`config.mk`:
```
export PLATFORM = sky130hd
export DESIGN_NAME = gray_count_monitor
export DESIGN_NICKNAME = d
export VERILOG_FILES = /design/src/rtl/gray_count_monitor.sv
export SDC_FILE = /design/constraint.sdc
export NUM_CORES = 1
export LEC_CHECK = 0
export ABC_CLOCK_PERIOD_IN_PS = 2600
export CORE_ASPECT_RATIO = 0.8
export CORE_MARGIN = 3
export CORE_UTILIZATION = 45
export DETAILED_ROUTE_END_ITERATION = 6
export HOLD_SLACK_MARGIN = 0.06
export PLACE_DENSITY = 0.83
export SYNTH_ARGS = -nofsm -noshare
export SYNTH_HDL_FRONTEND = slang
export SYNTH_SLANG_ARGS = --single-unit
```
`constraint.sdc`:
```
create_clock -name clk -period 2.6 [get_ports clk]
set_input_delay 0.26 -clock clk [delete_from_list [all_inputs] [get_ports clk]]
set_output_delay 0.26 -clock clk [all_outputs]
set_load 0.01 [all_outputs]
```
`src/rtl/gray_count_monitor.sv`:
```
// Gray-code counter bus monitor: samples the Gray count, decodes it to binary, and
// flags every change that is not a single forward step in reflected-binary order.
module gray_count_monitor #(
    parameter int unsigned W  = 4,
    parameter int unsigned CW = 8
) (
    input  logic          clk,
    input  logic          clr,
    input  logic          en,
    input  logic [W-1:0]  gray_in,
    output logic [W-1:0]  bin_out,
    output logic          valid,
    output logic          step,
    output logic          wrap,
    output logic [CW-1:0] wrap_cnt,
    output logic          err,
    output logic          err_flag,
    output logic [CW-1:0] err_cnt
);

    typedef enum logic [0:0] {StUnlocked, StLocked} state_e;

    localparam logic [W-1:0] One = {{(W-1){1'b0}}, 1'b1};
    localparam logic [W-1:0] Tc  = {1'b1, {(W-1){1'b0}}};

    function automatic logic [W-1:0] gray2bin(input logic [W-1:0] g);
        logic [W-1:0] b;
        b[W-1] = g[W-1];
        for (int i = int'(W) - 2; i >= 0; i--) begin
            b[i] = b[i+1] ^ g[i];
        end
        return b;
    endfunction

    state_e       r_state;
    logic [W-1:0] r_g;

    logic [W-1:0] w_in_bin;
    logic [W-1:0] w_g_bin;
    logic [W-1:0] w_nb;
    logic [W-1:0] w_exp;

    always_comb begin
        w_in_bin = gray2bin(gray_in);
        w_g_bin  = gray2bin(r_g);
        w_nb     = w_g_bin + One;
        w_exp    = w_nb ^ (w_nb >> 1);
    end

    always_ff @(posedge clk or posedge clr) begin
        if (clr) begin
            r_state  <= StUnlocked;
            r_g      <= '0;
            bin_out  <= '0;
            valid    <= 1'b0;
            step     <= 1'b0;
            wrap     <= 1'b0;
            wrap_cnt <= '0;
            err      <= 1'b0;
            err_flag <= 1'b0;
            err_cnt  <= '0;
        end else begin
            step <= 1'b0;
            wrap <= 1'b0;
            err  <= 1'b0;
            if (en) begin
                unique case (r_state)
                    StUnlocked: begin
                        r_g     <= gray_in;
                        bin_out <= w_in_bin;
                        valid   <= 1'b1;
                        r_state <= StLocked;
                    end
                    StLocked: begin
                        // An unchanged sample is a stall: hold everything silently.
                        if (gray_in != r_g) begin
                            r_g     <= gray_in;
                            bin_out <= w_in_bin;
                            if (gray_in == w_exp) begin
                                step <= 1'b1;
                                if (r_g == Tc) begin
                                    wrap <= 1'b1;
                                    if (wrap_cnt != '1) wrap_cnt <= wrap_cnt + 1'b1;
                                end
                            end else begin
                                err      <= 1'b1;
                                err_flag <= 1'b1;
                                if (err_cnt != '1) err_cnt <= err_cnt + 1'b1;
                            end
                        end
                    end
                    default: r_state <= StUnlocked;
                endcase
            end
        end
    end

endmodule

```
==> results of run 1 <==
## routing by layer
layer  track usage  share of wire
met3        0.0823          0.069
met5             0              0
met1         0.200           0.40
met2         0.310           0.51
met4        0.0738          0.024
## power groups by stage
stage / Clock (mW) / Combinational [mW] / Sequential (mW)
global route: 0.516 / 0.545 / 0.629
detailed placement: 0 / 0.455 / 0.618
floorplan: 0 / 0.212 / 0.639
global placement: 0 / 0.441 / 0.611
finish: 0.481 / 0.504 / 0.616
CTS: 0.486 / 0.475 / 0.613
## cell families after synthesis
family | Yosys count
compound gates | 9
xor+xnor | 24
fa+ha+maj | 4
buf+inv | 10
flops | 29
mux | 7
simple gates | 45
## area by class of cell
class                   count  area, sq um  share of cell area
flip-flops and latches     29          726               0.350
multi-input cells          89          726               0.350
repair buffers             43          430               0.208
clock buffers               7         86.3              0.0417
well taps                  38         47.5              0.0229
clock inverters             1         30.0              0.0145
inverters                   7         26.3              0.0127
## stage by stage
stage / instance area, sq um / utilization / total power, mW
floorplan: 1460 / - / 0.851
global placement: 1860 / 0.638 / 1.05
detailed placement: 1860 / 0.638 / 1.07
CTS: 2010 / 0.691 / 1.57
global route: 2070 / 0.711 / 1.69
finish: 2070 / 0.711 / 1.60
## worst reg2reg max path, delay by kind of cell, from the launching register on
family	cells	cell delay [ns]
fa+ha+maj	2	0.51
simple gates	3	0.38
xor+xnor	2	0.32
flops	1	0.37
mux	2	0.63
buf+inv	3	0.23
## worst max-delay path by stage
stage / cells past startpoint / start / endpoint
after floorplan: 9 / bin_out[3]$_DFFE_PP0P_ / wrap_cnt[1]$_DFFE_PP0P_
after global placement: 12 / r_g[2]$_DFFE_PP0P_ / err_cnt[6]$_DFFE_PP0P_
after detailed placement: 12 / r_g[2]$_DFFE_PP0P_ / err_cnt[6]$_DFFE_PP0P_
after CTS: 12 / r_g[2]$_DFFE_PP0P_ / err_cnt[1]$_DFFE_PP0P_
after global routing: 12 / r_g[2]$_DFFE_PP0P_ / err_cnt[1]$_DFFE_PP0P_
final: 12 / r_g[2]$_DFFE_PP0P_ / err_cnt[1]$_DFFE_PP0P_
## placed cells by master (no fill, tap or decap), types with 2 or more instances in the layout
| cell type | count |
|---|---|
| clkdlybuf4s50_1 | 31 |
| dfrtp_1 | 29 |
| xnor2_1 | 17 |
| and3_1 | 10 |
| buf_4 | 10 |
| nand2_1 | 8 |
| nand4_1 | 7 |
| clkbuf_8 | 6 |
| inv_1 | 5 |
| xor2_1 | 5 |
| nand3_1 | 5 |
| o21ai_0 | 4 |
| nor2_1 | 4 |
| mux2_2 | 4 |
| inv_2 | 2 |
| a21oi_1 | 2 |
| mux2_4 | 2 |
| ha_1 | 2 |
| ha_4 | 2 |
## sequential cells by signal (all words and copies together) (netlist names)
register and cells:
valid 1, r_state 1, err 1, step 1, err_cnt 8, wrap_cnt 8
r_g 3, bin_out 4, wrap 1, err_flag 1
## repair_timing
item,4_1_cts,5_1_grt
hold endpoints to repair,0,0
gates cloned,0,1
setup endpoints to repair,7,10
buffers inserted,1,3
hold buffers,0,0
pin swaps,4,6
resized for setup,4,3
==> impl_metrics.py, run 1 <==
metrics = {
    "power_and_ir_drop": {
        "seq_power_share": 0.385,
        "power.internal_mw": 1.14,
        "switching_share": 0.288,
        "clock_power_share": 0.301,
        "p_sw_mw": 0.461,
        "p_leak_nw": 0.936,
        "p_comb_frac": 0.314,
        "ir_worst_vdd_mv": 0.488,
        "p_per_area_nw_per_um2": 773,
    },
    "timing": {
        "finalWorstSetupSlack_ns": 0.0596,
        "holdWs_ns": 0.347,
        "fin_crit_ns": 2.54,
        "worst_pin_slew_ns": 0.366,
        "slew_violations": 0,
        "max_freq_mhz": 394,
        "finalSetupTns_ns": 0,
        "period_share": 0.977,
        "hold_violations": 0,
        "setup_violations": 0,
        "fin_skew_ns": 0.00541,
        "slew_headroom": 0.756,
    },
    "cts": {
        "htree_num_levels": 2,
        "numCtsBuffers": 5,
        "clk_pin_slew_ns": 0.06,
        "clock_path_buffers": 2,
        "clk_latency_ns": 0.28,
        "clockRootBuffer": "clkbuf_8",
        "cts.sinks": 29,
        "cts_tree": "yes",
    },
    "synthesis": {
        "ys_warn_count": 0,
        "synth_top_family_by_area": "simple AND/OR/NAND/NOR gates",
        "synthAdderAreaFrac": 0.0343,
        "syn-num-nets": 139,
        "synth_compound_area_frac": 0.0369,
        "synthMuxAreaShare": 0.0609,
        "synth_commonest_cells": "dfrtp_1, xnor2_1, and3_1",
        "synthArstFlopShare": 1.00,
        "synth_cells": 128,
        "syn_area_per_cell_sq_um": 11.4,
        "synthesis.area_sq_um": 1460,
        "synth-seq-cells": 29,
        "synth_edf_count": 0,
        "synth.top_cell.area_share": 0.498,
        "synth.most_common_cell": "dfrtp_1",
        "ys_seq_area_frac": 0.498,
        "synth_simple_gate_area_share": 0.192,
        "synth_area_leaders": "dfrtp_1, xnor2_1, and3_1, xor2_1, ha_1",
        "synth-xor-area-share": 0.144,
        "yosys.area.top_type": "dfrtp_1",
        "ys_types": 31,
        "ys.flop_type": "dfrtp_1",
    },
    "die": {
        "die_h_um": 56.9,
        "coreArea_sq_um": 2910,
        "rows": 17,
        "fp.dieW_um": 69.6,
        "die_area_sq_um": 3960,
        "initial_core_util": 0.500,
        "ios": 32,
    },
    "global_routing": {
        "antenna_found_initial": 0,
        "grt_max_degree": 30,
        "grt_pass1_wl_mm": 5.57,
        "grt_pass1_vias": 1204,
        "overflow": 0,
        "grt_usage": 0.182,
    },
    "detailed_routing": {
        "vias": 1130,
        "first_iter_violations": 56,
        "antenna_left": 0,
        "vias_per_cell": 5.28,
        "wl_mm": 3.42,
        "wl_per_cell_um": 16.0,
        "drc": 0,
        "drt_first_pass_iters": 4,
    },
    "placed_design": {
        "io_buffers": 31,
        "gp_congestion": 0.795,
        "place_ws_ns": -0.0417,
        "place_inst": 201,
        "dp_hpwl_mm": 2.25,
    },
    "status": {
        "status": "complete, no violations",
    },
    "worst_setup_path": {
        "slowest_stage": "dfrtp_1",
        "cp.arrival_ns": 2.71,
        "regToRegStartpoint": "r_g[2]$_DFFE_PP0P_",
        "crit_required_ns": 2.77,
        "crit_family": "multiplexers",
        "setup.worst_path.start_class": "flop",
        "end_kind": "flop",
        "r2r_end": "err_cnt[1]$_DFFE_PP0P_",
        "reg2reg_depth": 12,
        "r2r_setup_slack_ns": 0.06,
        "critPathBufInv": 3,
        "cp_slowest_stage_delay_ns": 0.37,
        "worst-setup-path-type": "flop to flop",
        "cp_max_fo": 5,
        "path_cells": "inv_2, ha_4, inv_2, ha_4, xnor2_2, nand2_1, xor2_2, mux2i_2, or2_4, buf_12, nand2_2, mux2_4",
    },
    "worst_hold_path": {
        "hp-class": "input port to asynchronous set/reset pin",
    },
    "finish": {
        "syn2layout_area_growth_pct": 42.1,
        "drive_gt1_frac": 0.227,
        "final_cells": 214,
        "antenna_cells": 0,
        "final_nets": 186,
        "fillers": 181,
    },
    "flow_run": {
        "max-cap-violations": 0,
    },
}
(Power assumes the default switching activity.)
==> inputs of run 2 (changes only) <==
--- a/config.mk
+++ b/config.mk
@@ -12,6 +12,7 @@
 export DETAILED_ROUTE_END_ITERATION = 6
 export HOLD_SLACK_MARGIN = 0.06
 export PLACE_DENSITY = 0.83
+export SKIP_CTS_REPAIR_TIMING = 1
 export SYNTH_ARGS = -nofsm -noshare
 export SYNTH_HDL_FRONTEND = slang
 export SYNTH_SLANG_ARGS = --single-unit
==> run 2 against run 1 <==
Against the previous run:
- clock power fell by 1%
- worst hold slack improved by 0.0026 ns
- worst setup slack got worse by 0.024 ns
- count of clock-buffer cells in the layout did not move
- critical path depth did not move
- register-to-register slack got worse by 0.02 ns
- die area did not move
- via count rose by 1.8%
- maximum frequency fell by 0.95%
- critical path type unchanged
- largest cell class is now multi-input gates
==> impl_metrics.py, run 2 (same netlist as run 1, synthesis figures left out) <==
metrics = {
    "cts": {
        "cts.sinks": 29,
        "cts_tree": "yes",
        "clk_latency_ns": 0.28,
        "clock_path_buffers": 2,
        "htree_num_levels": 2,
        "clk_pin_slew_ns": 0.06,
        "numCtsBuffers": 5,
        "clockRootBuffer": "clkbuf_8",
    },
    "detailed_routing": {
        "vias": 1150,
        "drc": 0,
        "wl_per_cell_um": 16.1,
        "wl_mm": 3.43,
        "antenna_left": 0,
        "drt_first_pass_iters": 4,
        "vias_per_cell": 5.40,
        "first_iter_violations": 59,
    },
    "finish": {
        "final_cells": 213,
        "final_common_cell": "clkdlybuf4s50_1",
        "drive_gt1_frac": 0.229,
        "fillers": 182,
        "final_cell_mix": "clkdlybuf4s50_1, dfrtp_1, xnor2_1",
        "final_nets": 185,
        "antenna_cells": 0,
        "syn2layout_area_growth_pct": 42.1,
        "reg_top3": "err_cnt x8, wrap_cnt x8, bin_out x4",
    },
    "power_and_ir_drop": {
        "p_leak_nw": 0.931,
        "p_per_area_nw_per_um2": 773,
        "ir_worst_vdd_mv": 0.510,
    },
    "placed_design": {
        "dp_hpwl_mm": 2.25,
        "io_buffers": 31,
        "place_ws_ns": -0.0417,
        "gp_congestion": 0.795,
        "place_inst": 201,
    },
    "timing": {
        "slew_violations": 0,
        "period_share": 0.987,
        "hold_violations": 0,
        "finalWorstSetupSlack_ns": 0.0351,
        "holdWs_ns": 0.349,
        "max_freq_mhz": 390,
        "fin_skew_ns": 0.00427,
        "finalSetupTns_ns": 0,
        "rsz0062_at_grt": "true",
        "fin_crit_ns": 2.56,
        "worst_pin_slew_ns": 0.457,
        "slew_headroom": 0.693,
        "setup_violations": 0,
    },
    "worst_setup_path": {
        "slowest_stage": "dfrtp_1",
        "cp.arrival_ns": 2.73,
        "end_kind": "flop",
        "worst-setup-path-type": "flop to flop",
        "path_cells": "inv_2, ha_4, inv_2, ha_4, xnor2_2, nand2_2, xor2_2, mux2i_2, or2_4, buf_12, nand3b_4, mux2_4",
        "setup.worst_path.start_class": "flop",
        "cp_max_fo": 5,
        "r2r_setup_slack_ns": 0.04,
        "cp_slowest_stage_delay_ns": 0.37,
        "crit_required_ns": 2.77,
    },
    "global_routing": {
        "grt_max_degree": 30,
        "grt_pass1_wl_mm": 5.49,
        "grt_pass1_vias": 1175,
        "grt_usage": 0.177,
        "antenna_found_initial": 0,
        "overflow": 0,
    },
    "die": {
        "ios": 32,
        "coreArea_sq_um": 2910,
        "die_h_um": 56.9,
        "rows": 17,
        "fp.dieW_um": 69.6,
        "die_area_sq_um": 3960,
        "initial_core_util": 0.500,
    },
    "flow_run": {
        "max-cap-violations": 0,
    },
    "worst_hold_path": {
        "hp-class": "input port to asynchronous set/reset pin",
    },
    "status": {
        "status": "complete, no violations",
    },
}
run 2: cell types whose count changed in the layout (fill, tap and decap cells not counted):
cell / before / now
nand2_1: 8 / 7
buf_4: 10 / 9
nand2_4: 0 / 1
run 2: layout make-up:
class                      instances  area (sq um)  share of cell area
sequential                        29           726               0.350
clock buffer                       7          86.3              0.0417
clock inverter                     1          30.0              0.0145
inverter                           7          26.3              0.0127
tap                               38          47.5              0.0229
multi-input combinational         89           733               0.354
timing repair buffer              42           423               0.204
run 2: metrics by stage:
stage,area [sq um],total power [mW],utilization
after floorplan,1460,0.851,-
after detailed placement,1860,1.07,0.638
after global routing,2070,1.69,0.711
after global placement,1860,1.05,0.638
after CTS,1970,1.56,0.678
final,2070,1.60,0.711
run 2: power by group:
| part | switching [mW] | internal [mW] | leakage, nW |
|---|---|---|---|
| logic | 0.208 | 0.301 | 0.509 |
| registers | 0.0866 | 0.529 | 0.364 |
| clock network | 0.165 | 0.312 | 0.0585 |
run 2: path summary, 6_finish.rpt:
path / from / end / cells after the start
max: r_g[2]$_DFFE_PP0P_ / err_cnt[6]$_DFFE_PP0P_ / 12
min: clr / err$_DFF_PP0_ / 3
max reg2reg: r_g[2]$_DFFE_PP0P_ / err_cnt[6]$_DFFE_PP0P_ / 12
min reg2reg: err_flag$_DFFE_PP0P_ / err_flag$_DFFE_PP0P_ / 1
max in group asynchronous: clr / bin_out[3]$_DFFE_PP0P_ / 3
min in group clk: err_flag$_DFFE_PP0P_ / err_flag$_DFFE_PP0P_ / 1
run 2: worst max-delay path, delay by kind of cell, from the launching register on:
kind / cells / cell delay [ns]
XOR/XNOR: 2 / 0.32
adder cells (fa/ha/maj): 2 / 0.54
buffers and inverters: 3 / 0.22
flip-flops: 1 / 0.37
multiplexers: 2 / 0.62
AND/OR/NAND/NOR: 3 / 0.37
run 2: per-layer routing:
metal  part of all wire  wire (um)  GRT usage  vias up
met3              0.068        232     0.0662        8
met4              0.020         67     0.0820        0
li1                   -          -          -      522
met1               0.40       1360      0.203      566
met2               0.52       1770      0.296       54
met5                  0          0          0        -
